==> src/rtl/output_display_pkg.sv <==
// Shared types and seven-segment constants for the output_display block.
// Segment bit order is {g,f,e,d,c,b,a}, active high.
package output_display_pkg;

  typedef enum logic {
    IDLE,
    CONVERT
  } state_t;

  localparam int unsigned NUM_DIGITS = 4;

  localparam logic [6:0] SEG_0     = 7'h3F;
  localparam logic [6:0] SEG_1     = 7'h06;
  localparam logic [6:0] SEG_2     = 7'h5B;
  localparam logic [6:0] SEG_3     = 7'h4F;
  localparam logic [6:0] SEG_4     = 7'h66;
  localparam logic [6:0] SEG_5     = 7'h6D;
  localparam logic [6:0] SEG_6     = 7'h7D;
  localparam logic [6:0] SEG_7     = 7'h07;
  localparam logic [6:0] SEG_8     = 7'h7F;
  localparam logic [6:0] SEG_9     = 7'h6F;
  localparam logic [6:0] SEG_BLANK = 7'h00;
  localparam logic [6:0] SEG_MINUS = 7'h40;

  function automatic logic [6:0] seg_encode(input logic [3:0] d);
    case (d)
      4'd0:    seg_encode = SEG_0;
      4'd1:    seg_encode = SEG_1;
      4'd2:    seg_encode = SEG_2;
      4'd3:    seg_encode = SEG_3;
      4'd4:    seg_encode = SEG_4;
      4'd5:    seg_encode = SEG_5;
      4'd6:    seg_encode = SEG_6;
      4'd7:    seg_encode = SEG_7;
      4'd8:    seg_encode = SEG_8;
      4'd9:    seg_encode = SEG_9;
      default: seg_encode = SEG_BLANK;
    endcase
  endfunction

endpackage

==> src/rtl/output_display_bin2bcd.sv <==
// Sequential double-dabble: 8-bit binary to 3-digit BCD, one shift-add-3 step per cycle.
// done is high during the cycle whose closing edge completes the conversion and loads bcd.
module bin2bcd
  import output_display_pkg::*;
(
  input  logic        clk,
  input  logic        rst_n,
  input  logic        start,
  input  logic [7:0]  bin,
  output logic        done,
  output logic [11:0] bcd
);

  state_t      state;
  logic [2:0]  step;
  logic [19:0] work;
  logic [19:0] work_next;
  logic [11:0] adj;

  always_comb begin
    adj = work[19:8];
    for (int unsigned i = 0; i < 3; i++) begin
      if (adj[i*4 +: 4] >= 4'd5) adj[i*4 +: 4] = adj[i*4 +: 4] + 4'd3;
    end
    work_next = {adj, work[7:0]} << 1;
  end

  assign done = (state == CONVERT) && (step == 3'd7);

  always_ff @(posedge clk or negedge rst_n) begin
    if (!rst_n) begin
      state <= IDLE;
      step  <= '0;
      work  <= '0;
      bcd   <= '0;
    end else begin
      if (done) bcd <= work_next[19:8];
      // A start on the completion edge chains straight into the next conversion.
      if (start && (state == IDLE || done)) begin
        state <= CONVERT;
        step  <= '0;
        work  <= {12'h000, bin};
      end else if (state == CONVERT) begin
        work <= work_next;
        step <= step + 3'd1;
        if (done) state <= IDLE;
      end
    end
  end

endmodule

==> src/rtl/output_display.sv <==
// CPU output register display: BCD conversion with one-deep pending load, multiplexed 4-digit scan.
// Define DISPLAY_SIGNED_EN to treat out_data as two's complement and show a minus on digit 3.
module output_display
  import output_display_pkg::*;
#(
  parameter int unsigned SCAN_DIV = 1024
) (
  input  logic                  clk,
  input  logic                  clr,
  input  logic                  out_load,
  input  logic [7:0]            out_data,
  output logic                  busy,
  output logic                  valid,
  output logic [11:0]           bcd,
  output logic [NUM_DIGITS-1:0] digit_sel,
  output logic [6:0]            segments
);

  logic        done;
  logic        start;
  logic [7:0]  start_data;
  logic [7:0]  start_mag;
  logic        pend_valid;
  logic [7:0]  pend_data;
  logic [15:0] scan_cnt;
  logic [6:0]  sign_seg;

  // A load on the completion edge wins over whatever was pending.
  always_comb begin
    start      = 1'b0;
    start_data = out_data;
    if (!busy) begin
      start = out_load;
    end else if (done) begin
      start      = out_load | pend_valid;
      start_data = out_load ? out_data : pend_data;
    end
  end

`ifdef DISPLAY_SIGNED_EN
  logic conv_neg;
  logic disp_neg;

  assign start_mag = start_data[7] ? (~start_data + 8'd1) : start_data;
  assign sign_seg  = disp_neg ? SEG_MINUS : SEG_BLANK;

  always_ff @(posedge clk or negedge clr) begin
    if (!clr) begin
      conv_neg <= 1'b0;
      disp_neg <= 1'b0;
    end else begin
      if (start) conv_neg <= start_data[7];
      if (done)  disp_neg <= conv_neg;
    end
  end
`else
  assign start_mag = start_data;
  assign sign_seg  = SEG_BLANK;
`endif

  bin2bcd u_bin2bcd (
    .clk   (clk),
    .rst_n (clr),
    .start (start),
    .bin   (start_mag),
    .done  (done),
    .bcd   (bcd)
  );

  always_ff @(posedge clk or negedge clr) begin
    if (!clr) begin
      busy       <= 1'b0;
      valid      <= 1'b0;
      pend_valid <= 1'b0;
      pend_data  <= '0;
    end else begin
      busy <= start | (busy & ~done);
      if (done) valid <= 1'b1;
      if (busy && !done && out_load) begin
        pend_valid <= 1'b1;
        pend_data  <= out_data;
      end else if (done) begin
        pend_valid <= 1'b0;
      end
    end
  end

  always_ff @(posedge clk or negedge clr) begin
    if (!clr) begin
      scan_cnt  <= '0;
      digit_sel <= NUM_DIGITS'(1);
    end else if (scan_cnt == 16'(SCAN_DIV - 1)) begin
      scan_cnt  <= '0;
      digit_sel <= {digit_sel[NUM_DIGITS-2:0], digit_sel[NUM_DIGITS-1]};
    end else begin
      scan_cnt <= scan_cnt + 16'd1;
    end
  end

  always_comb begin
    segments = SEG_BLANK;
    case (digit_sel)
      4'b0001: segments = seg_encode(bcd[3:0]);
      4'b0010: segments = (bcd[11:4] == 8'h00) ? SEG_BLANK : seg_encode(bcd[7:4]);
      4'b0100: segments = (bcd[11:8] == 4'h0) ? SEG_BLANK : seg_encode(bcd[11:8]);
      4'b1000: segments = sign_seg;
      default: segments = SEG_BLANK;
    endcase
  end

endmodule

==> config.mk <==
export PLATFORM = sky130hd
export DESIGN_NAME = output_display
export DESIGN_NICKNAME = d
export VERILOG_FILES = /design/src/rtl/output_display_pkg.sv /design/src/rtl/output_display_bin2bcd.sv /design/src/rtl/output_display.sv
export SDC_FILE = /design/constraint.sdc
export NUM_CORES = 1
export LEC_CHECK = 0
export ABC_CLOCK_PERIOD_IN_PS = 1850
export CORE_MARGIN = 5
export CORE_UTILIZATION = 29
export DETAILED_ROUTE_END_ITERATION = 8
export PLACE_DENSITY = 0.57
export SYNTH_ARGS = -nofsm -noshare
export SYNTH_HDL_FRONTEND = slang
export SYNTH_SLANG_ARGS = --single-unit
==> constraint.sdc <==
create_clock -name clk -period 1.85 [get_ports clk]
set_input_delay 0.185 -clock clk [delete_from_list [all_inputs] [get_ports clk]]
set_output_delay 0.185 -clock clk [all_outputs]
set_load 0.1 [all_outputs]
==> flow_metrics.py <==
metrics = {
    "finish": {
        "drive_gt1_frac": 0.321,
        "final_nets": 482,
        "fin_area_sq_um": 5210,
        "fin_util": 0.410,
        "stdcell_count": 621,
        "antenna_cells": 0,
        "area_growth_pct": 37.1,
    },
    "worst_setup_path": {
        "r2r-end": "pend_data[2]$_DFFE_PN0P_",
        "critPathRequiredTime_ns": 1.66,
        "r2r_slack_ns": 0.14,
        "critPathKind": "flip-flop to primary output",
        "max_stage_delay_ns": 0.54,
        "path_max_fanout": 4,
        "cp-start-kind": "flip-flop",
        "critPathSlowestCell": "or4b_4",
        "endpoint_kind": "primary output",
        "crit_path_cell_trace": "or4b_4 > a21oi_4 > nand2_2 > o221ai_2 > buf_12",
        "arrival_ns": 2.06,
        "timing.rr.start": "u_bin2bcd.step[0]$_DFFE_PN0P_",
        "r2r_cells": 6,
    },
    "global_routing": {
        "grt_pass1_vias": 2974,
        "grt_pass1_wl_mm": 14.1,
        "grt.overflow.total": 0,
        "grt_use_total": 0.106,
        "antenna_found_initial": 0,
        "grt_max_degree": 68,
    },
    "sta": {
        "final-max-slew-violation-count": 0,
        "period_minus_slack_ns": 2.25,
        "max_freq_ghz": 0.445,
        "fin_setup_tns_ns": -2.44,
        "setup_ws_ns": -0.399,
        "fin_crit_sh": 1.22,
        "finalSetupViolations": 7,
        "clock_skew_ns": 0.0122,
        "rsz0062_at_grt": "true",
        "maxSlewHeadroom": 0.703,
        "timing.hold.ws_ns": 0.413,
        "tightest_slew_ns": 0.444,
        "finalHoldViolCount": 0,
    },
    "clocking": {
        "clk_latency_ns": 0.32,
        "cts_buffers": 9,
        "cts_root_buf": "clkbuf_16",
        "cts_tree": "built",
        "clk_pin_slew_ns": 0.06,
        "clockBufferDepth": 2,
        "clock_sink_count": 67,
        "htreeDepth": 3,
    },
    "place": {
        "placed_area_sq_um": 4850,
        "dp_hpwl_mm": 5.92,
        "post-place-cells": 603,
        "place_ws_ns": -0.161,
        "portBuffers": 35,
        "gp_congestion": 0.833,
    },
    "pwr": {
        "fin_total_pwr_mw": 3.16,
        "peakVddDrop_mv": 0.424,
        "power.density_nw_per_um2": 606,
        "leakagePower_nw": 2.41,
    },
    "synthesis": {
        "synthTopCellsByArea": "dfrtp_1 (43%), ha_1 (8.9%), mux2_2 (5.6%), mux2i_1 (2.9%), o21ai_0 (2.9%)",
        "yosys.area.top_type_share": 0.434,
        "synth.yosys.seq_area_share": 0.441,
        "synth-async-reset-ratio": 1.00,
        "synth_largest_area_cell": "dfrtp_1",
        "synth_edf_count": 0,
        "mappedNetlistArea_sq_um": 3800,
        "yosysWarningCount": 0,
        "synth_flop_cell": "dfrtp_1",
        "synth-seq-cells": 67,
        "synth.distinct_cells": 47,
        "synth_nets": 411,
        "avgSynthCellArea_sq_um": 10.2,
        "syn_inst": 373,
    },
    "routing": {
        "wl_per_cell_microns": 12.9,
        "ant_nets": 0,
        "vias_per_cell": 4.67,
        "vias": 2898,
        "wl_mm": 8.04,
        "drcViolationCount": 0,
        "dr.pass1.iters": 4,
        "drtIter0Drc": 174,
    },
    "run": {
        "cap_viol_max_count": 0,
    },
    "die": {
        "fp.dieH_microns": 125,
        "die_w_microns": 125,
        "io_pins": 36,
        "initial_utilization": 0.299,
        "row_count": 41,
        "coreArea_sq_um": 12700,
        "fp.dieArea_sq_um": 15500,
    },
    "min_path": {
        "hold_class": "primary input to async pin",
    },
    "run_status": {
        "status": "complete, but fails checks",
        "violations": "setup timing",
    },
}
==> layout make-up <==
class,instances,area [sq um]
timing repair buffer,76,801
sequential,67,1720
clock buffer,11,233
tap,172,215
inverter,22,92.6
fill,1274,7510
clock inverter,5,31.3
multi-input combinational,268,2120
==> sequential cells by signal, indices dropped and copies added (netlist names) <==
name             flops
u_bin2bcd.state      1
busy                 1
valid                1
digit_sel            4
u_bin2bcd.work      20
pend_valid           1
u_bin2bcd.bcd       12
pend_data            8
u_bin2bcd.step       3
scan_cnt            16
==> cell usage after synthesis (4+ instances only) <==
| cell type | count |
|---|---|
| a21oi_1 | 19 |
| a221o_1 | 7 |
| a22o_1 | 8 |
| and2_1 | 4 |
| and3_1 | 6 |
| buf_2 | 7 |
| clkbuf_1 | 7 |
| dfrtp_1 | 66 |
| ha_1 | 27 |
| inv_1 | 22 |
| mux2_1 | 4 |
| mux2_2 | 19 |
| mux2i_1 | 11 |
| nand2_1 | 29 |
| nand2b_1 | 14 |
| nand3_1 | 9 |
| nor2_1 | 27 |
| nor2b_1 | 6 |
| o21ai_0 | 22 |
| o22ai_1 | 6 |
| xnor2_1 | 10 |
| xor2_1 | 6 |
==> critical path, delay by kind of cell (launching register included) <==
kind / cells / cell delay [ns]
flip-flops: 1 / 0.46
AO/OA/AOI/OAI: 2 / 0.41
AND/OR/NAND/NOR: 2 / 0.67
buffers and inverters: 1 / 0.21
==> kinds of logic (layout without fill, tap and decap cells) <==
kind of cell,count (synthesis),in the layout,share of synthesized area
simple gates,110,110,0.151
mux,34,34,0.0971
fa+ha+maj,27,27,0.0888
compound gates,81,81,0.142
flops,67,67,0.441
buf+inv,38,114,0.0428
xor+xnor,16,16,0.0369
==> where the power goes <==
part	switching, mW	leakage (nW)	internal (mW)
clock	0.606	0.129	0.901
combinational	0.0633	1.43	0.0668
sequential	0.0202	0.845	1.50
==> timing repair <==
action,4_1_cts,5_1_grt
hold buffers,1,0
setup endpoints to repair,18,35
cloned,0,0
endpoints found under the hold margin,66,0
gates resized for setup,11,4
buffers inserted,1,0
pin swaps,8,1
==> layer usage <==
metal / up-vias / part of all wire / global-route usage
li1: 1450 / - / -
met1: 1383 / 0.50 / 0.145
met2: 52 / 0.46 / 0.167
met3: 13 / 0.027 / 0.0227
met4: 0 / 0.019 / 0.0368
met5: - / 0 / 0
==> how the worst max path moves through the flow <==
stage | from | to | slack (ns) | cells past startpoint
2_1_floorplan | digit_sel[3]$_DFFE_PN0N_ | segments[6] | -1.01 | 3
3_3_place_gp | digit_sel[3]$_DFFE_PN0N_ | segments[5] | -0.13 | 5
3_5_place_dp | digit_sel[3]$_DFFE_PN0N_ | segments[2] | -0.16 | 5
4_1_cts | digit_sel[2]$_DFFE_PN0N_ | segments[6] | -0.41 | 6
5_1_grt | digit_sel[2]$_DFFE_PN0N_ | segments[6] | -0.47 | 6
6_report | digit_sel[2]$_DFFE_PN0N_ | segments[3] | -0.40 | 5
==> cells in the final DEF, fill, tap and decap left out, types with 7 or more instances in the layout <==
cell             count
buf_12              16
a221o_1              7
a21oi_1             19
inv_1               18
nand2_1             26
ha_1                24
a22o_1               8
dfrtp_4              9
buf_4               47
nor2_1              27
nand2b_1            14
mux2i_1             11
nand3_1              8
clkbuf_16            9
clkdlybuf4s50_1      9
xnor2_1             10
mux2_2              19
o21ai_0             20
dfrtp_1             52
Note: power is estimated with default switching activity, not from simulation.
